[src/rtl/out_arb_pkg.sv]
// Shared definitions for the output-port arbiter: port count, flit flow
// encodings, arbiter state enum and the ASSERT/NEGATE logic constants.
package out_arb_pkg;

  // Highest input port index; an output port arbitrates among PORT+1 inputs.
  localparam int unsigned PORT = 3;

  // Width of the crossbar select / granted-index field.
  localparam int unsigned SELW = 2;

  localparam logic ASSERT = 1'b1;
  localparam logic NEGATE = 1'b0;

  // Flow bits carried with the head flit of each input buffer.
  localparam logic [1:0] EMPT = 2'b00;
  localparam logic [1:0] BODY = 2'b01;
  localparam logic [1:0] HEAD = 2'b10;
  localparam logic [1:0] TAIL = 2'b11;

  typedef enum logic {
    IDLE,
    LOCK
  } state_e;

endpackage

[src/rtl/out_arb_rr_pick.sv]
// Rotating priority encoder: scans req starting at index ptr and returns the
// first requester found.
//   req  - request vector, bit i = input i
//   ptr  - index where the search starts (tie to 0 for fixed priority)
//   gnt  - one-hot grant, all-zero when no request
//   idx  - binary index of the granted input
//   any  - at least one request present
module out_arb_rr_pick
  import out_arb_pkg::*;
#(
  parameter int unsigned NPORT = PORT + 1
) (
  input  logic [NPORT-1:0] req,
  input  logic [SELW-1:0]  ptr,
  output logic [NPORT-1:0] gnt,
  output logic [SELW-1:0]  idx,
  output logic             any
);

  logic [SELW-1:0] cand;

  always_comb begin
    gnt  = '0;
    idx  = '0;
    any  = NEGATE;
    cand = '0;
    for (int unsigned i = 0; i < NPORT; i++) begin
      cand = SELW'((32'(ptr) + i) % NPORT);
      if (!any && req[cand]) begin
        any       = ASSERT;
        gnt[cand] = ASSERT;
        idx       = cand;
      end
    end
  end

endmodule

[src/rtl/out_arb.sv]
// Output-port arbiter. Grants one input port at a time and holds the grant
// for a whole packet (HEAD..TAIL), releasing only on TAIL transfer or reset.
// Define OUT_ARB_RR_EN for round-robin arbitration; otherwise the lowest
// requesting index always wins.
//   clk   - clock, rising edge
//   rst   - synchronous active-high reset
//   req   - per-input request for this output
//   flowi - head-flit flow bits, input i at [2i+1:2i]
//   full  - downstream buffer full, blocks transfers
//   ack   - one-hot read strobe to the granted input
//   sel   - crossbar select (granted index)
//   wen   - write enable into the output buffer
//   busy  - a packet currently holds the output
module out_arb
  import out_arb_pkg::*;
#(
  parameter int unsigned NPORT = PORT + 1
) (
  input  logic               clk,
  input  logic               rst,
  input  logic [NPORT-1:0]   req,
  input  logic [2*NPORT-1:0] flowi,
  input  logic               full,
  output logic [NPORT-1:0]   ack,
  output logic [SELW-1:0]    sel,
  output logic               wen,
  output logic               busy
);

  state_e           state_q, state_d;
  logic [SELW-1:0]  g_q, g_d;
  logic [NPORT-1:0] oh_q, oh_d;
  logic [SELW-1:0]  ptr;
  logic [NPORT-1:0] pick_gnt;
  logic [SELW-1:0]  pick_idx;
  logic             pick_any;
  logic [1:0]       flow_g;
  logic             xfer;
  logic             tail_done;

  out_arb_rr_pick #(
    .NPORT(NPORT)
  ) u_pick (
    .req(req),
    .ptr(ptr),
    .gnt(pick_gnt),
    .idx(pick_idx),
    .any(pick_any)
  );

  assign flow_g    = flowi[{g_q, 1'b0} +: 2];
  assign xfer      = (state_q == LOCK) && !full && (flow_g != EMPT);
  assign tail_done = xfer && (flow_g == TAIL);

`ifdef OUT_ARB_RR_EN
  logic [SELW-1:0] ptr_q, ptr_d;

  // Next search starts just past the port that finished its packet.
  always_comb begin
    ptr_d = ptr_q;
    if (tail_done) begin
      ptr_d = SELW'((32'(g_q) + 1) % NPORT);
    end
  end

  always_ff @(posedge clk) begin
    if (rst) begin
      ptr_q <= '0;
    end else begin
      ptr_q <= ptr_d;
    end
  end

  assign ptr = ptr_q;
`else
  assign ptr = '0;
`endif

  always_comb begin
    state_d = state_q;
    g_d     = g_q;
    oh_d    = oh_q;
    unique case (state_q)
      IDLE: begin
        if (pick_any) begin
          state_d = LOCK;
          g_d     = pick_idx;
          oh_d    = pick_gnt;
        end
      end
      LOCK: begin
        // Request deassertion does not release the lock; only TAIL does.
        if (tail_done) begin
          state_d = IDLE;
        end
      end
      default: state_d = IDLE;
    endcase
  end

  always_ff @(posedge clk) begin
    if (rst) begin
      state_q <= IDLE;
      g_q     <= '0;
      oh_q    <= '0;
    end else begin
      state_q <= state_d;
      g_q     <= g_d;
      oh_q    <= oh_d;
    end
  end

  assign busy = (state_q == LOCK) ? ASSERT : NEGATE;
  assign ack  = (busy && !full) ? oh_q : '0;
  assign sel  = g_q;
  assign wen  = xfer;

endmodule

[config.mk]
export PLATFORM = sky130hd
export DESIGN_NAME = out_arb
export DESIGN_NICKNAME = d
export VERILOG_FILES = /design/src/rtl/out_arb_pkg.sv /design/src/rtl/out_arb_rr_pick.sv /design/src/rtl/out_arb.sv
export SDC_FILE = /design/constraint.sdc
export NUM_CORES = 1
export LEC_CHECK = 0
export CAP_MARGIN = 30
export CORE_AREA = 2 2 39 41
export CTS_BUF_LIST = sky130_fd_sc_hd__clkbuf_16
export DETAILED_ROUTE_END_ITERATION = 8
export DIE_AREA = 0 0 41 43
export PLACE_DENSITY = 0.66
export SYNTH_ARGS = -nofsm -noshare
export SYNTH_HDL_FRONTEND = slang
export SYNTH_SLANG_ARGS = --single-unit
[constraint.sdc]
create_clock -name clk -period 2.2 [get_ports clk]
set_input_delay 0.44 -clock clk [delete_from_list [all_inputs] [get_ports clk]]
set_output_delay 0.44 -clock clk [all_outputs]
set_load 0.02 [all_outputs]
==> flow_summary.yaml, run 1 <==
timing:
  min_period_ns: 2.12
  setup_viol_count_final: 0
  slew_violations: 0
  worst_slew_pin_slew_ns: 0.305
  finalCritPeriodShare_pct: 96.2
  rsz0062_at_grt: "false"
  fin_worst_skew_ns: 0.000234
  clock.fmax_mhz: 473
  fin_hold_ws_ns: 0.466
  hold_viol_final: 0
  maxSlewHeadroom_pct: 79.6
  setup-tns-final_ns: 0
logic_synthesis:
  synth-seq-cells: 7
  netlist_top_cells_area: "dfxtp_1 (35%), mux4_1 (13%), a21oi_1 (7.6%)"
  yosysWarnings: 0
  synth_nets: 60
  yosysTopAreaCell: "dfxtp_1"
  synth_cell_types: 17
  synth-compound-area-share_pct: 20.8
  netlist.area_leader.share_pct: 35.3
  syn_inst: 45
  synth-simple-area-share_pct: 27.8
  synth-seq-area-share_pct: 35.3
  synth_top_family_by_area: "simple AND/OR/NAND/NOR gates"
  synth_fa_ha_area_share_pct: 0
  synth.avg_cell_area_sq_um: 8.81
  synthesis.area_sq_um: 397
  synth-xor-area-share_pct: 0
  synthMuxAreaShare_pct: 13.2
global_route:
  grt_pass1_vias: 390
  grt_pass1_wl_mm: 1.68
  grt_start_max_net_pins: 9
  antenna_found_initial: 0
  grtUsageTotal_pct: 14.4
  overflow: 0
critical_path:
  crit_path_start_kind: "input pin"
  worstPathArrival_ns: 1.68
  crit_fanout: 2
  crit_path_start: "flowi[6]"
  reg2reg_from: "sel[0]"
  worstPathRequired_ns: 1.76
  cp-end-kind: "primary output"
  path_class: "in -> out"
floorplan:
  core_area_sq_mm: 0.00138
  start_util_pct: 28.7
  rows: 14
  design.die.area_sq_mm: 0.00176
  top_level_ports: 23
  die_y_um: 43
  die_w_um: 41
clock_tree:
  cts_tree: "built"
  clkTransAtPathRegs_ns: 0.04
  htree_levels: 1
  cts-root-buf: "clkbuf_16"
  cts.sinks: 7
  post_cts.repair.setup_buffers: 0
  clock_latency_ns: 0.23
  cts_buffer_depth: 2
  cts_buffers: 3
pwr:
  irDropWorstVdd_v: 0.000424
  finalPower_mw: 0.543
  p_leak_nw: 0.308
  p_per_area_mw_per_mm2: 741
layout:
  fillers: 134
  diodes: 0
  final_cell_area_sq_um: 732
  final_nets: 91
  area_growth_pct: 84.5
  drive_above_1_share_pct: 14.7
  post-route-util_pct: 52.9
routing:
  finalWirelength_mm: 1.08
  num_vias: 464
  dr.pass1.iters: 4
  drtIter0Drc: 8
  viasPerCell: 5.10
  drc: 0
  ant_nets: 0
  wl_per_cell_um: 11.8
place:
  dp_hpwl_um: 791
  placed_area_sq_um: 667
  gp_congestion: 0.814
  numPortBuffers: 22
worst_hold_path:
  min-delay-start: "oh_q[1]"
  hold_path.class: "reg -> reg"
flow_run:
  cap_violations: 0
run_status:
  status: "finished, final reports clean"
path summary, 6_finish.rpt:
check	slack [ns]	to	depth (start not counted)
hold / removal	0.47	oh_q[1]	2
hold reg to reg	0.47	oh_q[1]	2
setup reg to reg	0.97	state_q	3
setup / recovery	0.08	wen	4
per-stage QoR:
| step | std cells | setup slack (ns) |
|---|---|---|
| global placement | 87 | -0.303 |
| global route | 91 | 0.0552 |
| floorplan | 45 | 0.418 |
| finish | 91 | 0.0841 |
| detailed placement | 87 | -0.332 |
| CTS | 91 | 0.0831 |
registers in the layout, indices dropped and copies added (netlist names):
register	flops
oh_q	4
sel	2
state_q	1
layout make-up:
class | instances | area [sq um] | area share, %
Tap cell | 16 | 20.0 | 2.74
Timing Repair Buffer | 26 | 240 | 32.8
Multi-Input combinational cell | 35 | 241 | 33.0
Clock buffer | 3 | 75.1 | 10.3
Inverter | 3 | 11.3 | 1.54
Sequential cell | 7 | 140 | 19.1
Clock inverter | 1 | 3.75 | 0.513
Yosys cell counts:
master / instances
or3_1: 1
mux4_1: 2
a21o_1: 1
o21ai_0: 4
and2_1: 4
nor4_4: 1
a21oi_1: 6
o31a_1: 1
or2_2: 1
nor2_1: 5
nand2_1: 2
dfxtp_1: 7
o21a_1: 1
nand3_1: 1
nor3_1: 4
inv_1: 3
a221oi_1: 1
worst max-delay path, cell delays in order:
cell             delay (ns)
clkdlybuf4s50_1        0.41
mux4_1                 0.50
o21a_1                 0.18
buf_2                  0.15
report_power, final:
group | switching [mW] | internal, mW | total (mW)
logic | 0.0429 | 0.0560 | 0.0989
clock network | 0.0666 | 0.236 | 0.303
registers | 0.00531 | 0.136 | 0.141
total | 0.115 | 0.428 | 0.543
placed cells by master (no fill, tap or decap), drive strengths merged, types with 2 or more instances in the layout:
master | netlist | final
inv | 3 | 4
nor2 | 5 | 5
nand2 | 2 | 2
dfxtp | 7 | 7
o21ai | 4 | 4
clkdlybuf4s50 | 0 | 17
clkbuf | 0 | 3
dlygate4sd2 | 0 | 4
buf | 0 | 5
a21oi | 6 | 6
and2 | 4 | 4
mux4 | 2 | 2
nor3 | 4 | 4
repair_timing:
item,CTS,global route
hold buffers,0,0
resized for setup,9,0
endpoints found under the setup margin,5,0
routing by layer:
metal	GRT usage, %	wire length [um]	up-vias
li1	-	-	228
met2	17.8	513	20
met1	21.2	468	212
met3	4.71	75	4
met4	8.00	19	0
met5	0	0	-
kinds of logic (layout without fill, tap and decap cells):
logic type / Yosys count / count (layout)
compound gates: 14 / 14
mux: 2 / 2
flops: 7 / 7
simple gates: 19 / 19
buf+inv: 3 / 33
Power figures use the tool's default switching activity.
==> run 2: changes to the inputs <==
--- a/config.mk
+++ b/config.mk
@@ -7,7 +7,6 @@
 export LEC_CHECK = 0
 export CAP_MARGIN = 30
 export CORE_AREA = 2 2 39 41
-export CTS_BUF_LIST = sky130_fd_sc_hd__clkbuf_16
 export DETAILED_ROUTE_END_ITERATION = 8
 export DIE_AREA = 0 0 41 43
 export PLACE_DENSITY = 0.66
==> constraint.sdc (replaced) <==
create_clock -name clk -period 2.2 [get_ports clk]
set_input_delay 0.44 -clock clk [delete_from_list [all_inputs] [get_ports clk]]
set_output_delay 0.44 -clock clk [all_outputs]
set_load 0.1 [all_outputs]
==> flow_summary.yaml, run 2 (synthesis results as in run 1) <==
run_status:
  status: "finished, final reports clean"
pwr:
  p_sw_mw: 0.137
  p_per_area_mw_per_mm2: 564
  p_clk_share_pct: 29.1
  seqPwrFrac_pct: 36.1
  irDropWorstVdd_v: 0.000291
  internal_power_mw: 0.262
  switching_share_pct: 34.4
  finalPower_mw: 0.399
  power_frac_comb_pct: 34.8
  p_leak_nw: 0.270
place:
  gp_congestion: 0.728
  numPortBuffers: 22
  dp_hpwl_um: 767
  dp_slack_ns: -0.0109
floorplan:
  rows: 14
  core_area_sq_mm: 0.00138
  die_w_um: 41
  top_level_ports: 23
  design.die.area_sq_mm: 0.00176
  die_y_um: 43
  start_util_pct: 28.7
timing:
  maxSlewHeadroom_pct: 80.0
  clock.fmax_mhz: 460
  worst_slew_pin_slew_ns: 0.299
  fin_worst_skew_ns: 0.000101
  rsz0062_at_grt: "false"
  hold_viol_final: 0
  finalCritPeriodShare_pct: 98.7
  setup-tns-final_ns: 0
  min_period_ns: 2.17
  setup_viol_count_final: 0
  slew_violations: 0
  fin_ws_ns: 0.0278
clock_tree:
  cts_buffer_depth: 2
  clock_latency_ns: 0.25
  cts_tree: "built"
  htree_levels: 1
  cts_buffers: 3
  clkTransAtPathRegs_ns: 0.05
  cts.sinks: 7
  cts-root-buf: "clkbuf_4"
critical_path:
  crit_fanout: 2
  worstPathRequired_ns: 1.76
  worstPathArrival_ns: 1.73
  crit_slowest_cell: "mux4_2"
  crit_chain: "clkdlybuf4s50_1 > mux4_2 > o21a_2 > buf_12"
  crit_path_start_kind: "input pin"
  crit_path_max_incr_delay_ns: 0.47
  cp-end-kind: "primary output"
  path_class: "in -> out"
layout:
  area_growth_pct: 78.5
  seq_area_sq_um: 144
  largest_reg_flops: 4
  final_cell_mix: "clkdlybuf4s50_1 (14), a21oi_1 (6), nor2_1 (5), buf_12 (5)"
  diodes: 0
  regMostFlops: "oh_q"
  multiInputGateArea_sq_um: 244
  fillers: 137
  drive_above_1_share_pct: 32.4
  final_nets: 87
  final_common_cell: "clkdlybuf4s50_1"
routing:
  finalWirelength_mm: 1.01
  viasPerCell: 4.95
  drtIter0Drc: 8
  drc: 0
  num_vias: 431
  ant_nets: 0
  dr.pass1.iters: 2
  wl_per_cell_um: 11.6
global_route:
  grtUsageTotal_pct: 13.5
  grt_pass1_vias: 400
  overflow: 0
  grt_pass1_wl_mm: 1.60
  antenna_found_initial: 0
  grt_start_max_net_pins: 10
flow_run:
  cap_violations: 0
worst_hold_path:
  hold_path.class: "reg -> reg"
-- run 2: path summary, 6_finish.rpt --
check / endpoint / depth (start not counted) / slack (ns) / from
worst max-delay path: wen / 4 / 0.03 / flowi[5]
worst min-delay path: oh_q[1] / 2 / 0.47 / oh_q[1]
worst max register to register: state_q / 3 / 1.06 / sel[0]
worst min register to register: oh_q[1] / 2 / 0.47 / oh_q[1]
-- run 2: what timing repair did --
item | CTS | global route
resized for setup | 1 | 1
setup buffers | 0 | 0
hold buffers | 0 | 0
setup endpoints to repair | 1 | 1
-- run 2: layout make-up --
class / count / share of cell area [%]
multi-input cells: 35 / 34.5
flip-flops and latches: 7 / 20.3
clock buffers: 4 / 3.71
well taps: 16 / 2.83
inverters: 3 / 1.59
repair buffers: 22 / 37.1
-- run 2: metrics by stage --
| stage | cells | hold slack [ns] | area, sq um | utilization (%) |
|---|---|---|---|---|
| finish | 87 | 0.472 | 708 | 51.2 |
| global route | 87 | 0.507 | 708 | 51.2 |
| CTS | 87 | 0.470 | 712 | 51.4 |
| floorplan | 45 | 0.438 | 407 | - |
| global placement | 83 | 0.457 | 689 | 49.8 |
| detailed placement | 83 | 0.465 | 689 | 49.8 |
-- run 2: power by group through the flow --
| stage | Sequential (mW) | Combinational [mW] | Clock, mW |
|---|---|---|---|
| floorplan | 0.175 | 0.0513 | 0 |
| global placement | 0.147 | 0.136 | 0 |
| detailed placement | 0.147 | 0.137 | 0 |
| CTS | 0.144 | 0.139 | 0.123 |
| global route | 0.146 | 0.146 | 0.128 |
| finish | 0.144 | 0.139 | 0.116 |
-- run 2: critical path, delay by kind of cell --
kind,cells,cell delay (ns)
buffers and inverters,2,0.57
muxes,1,0.47
AOI/OAI and AO/OA,1,0.24
-- run 2: per-layer routing --
layer | wire length (um) | track usage (%)
met5 | 0 | 0
met4 | 6 | 6.00
met2 | 516 | 19.4
met3 | 51 | 6.28
met1 | 433 | 16.7
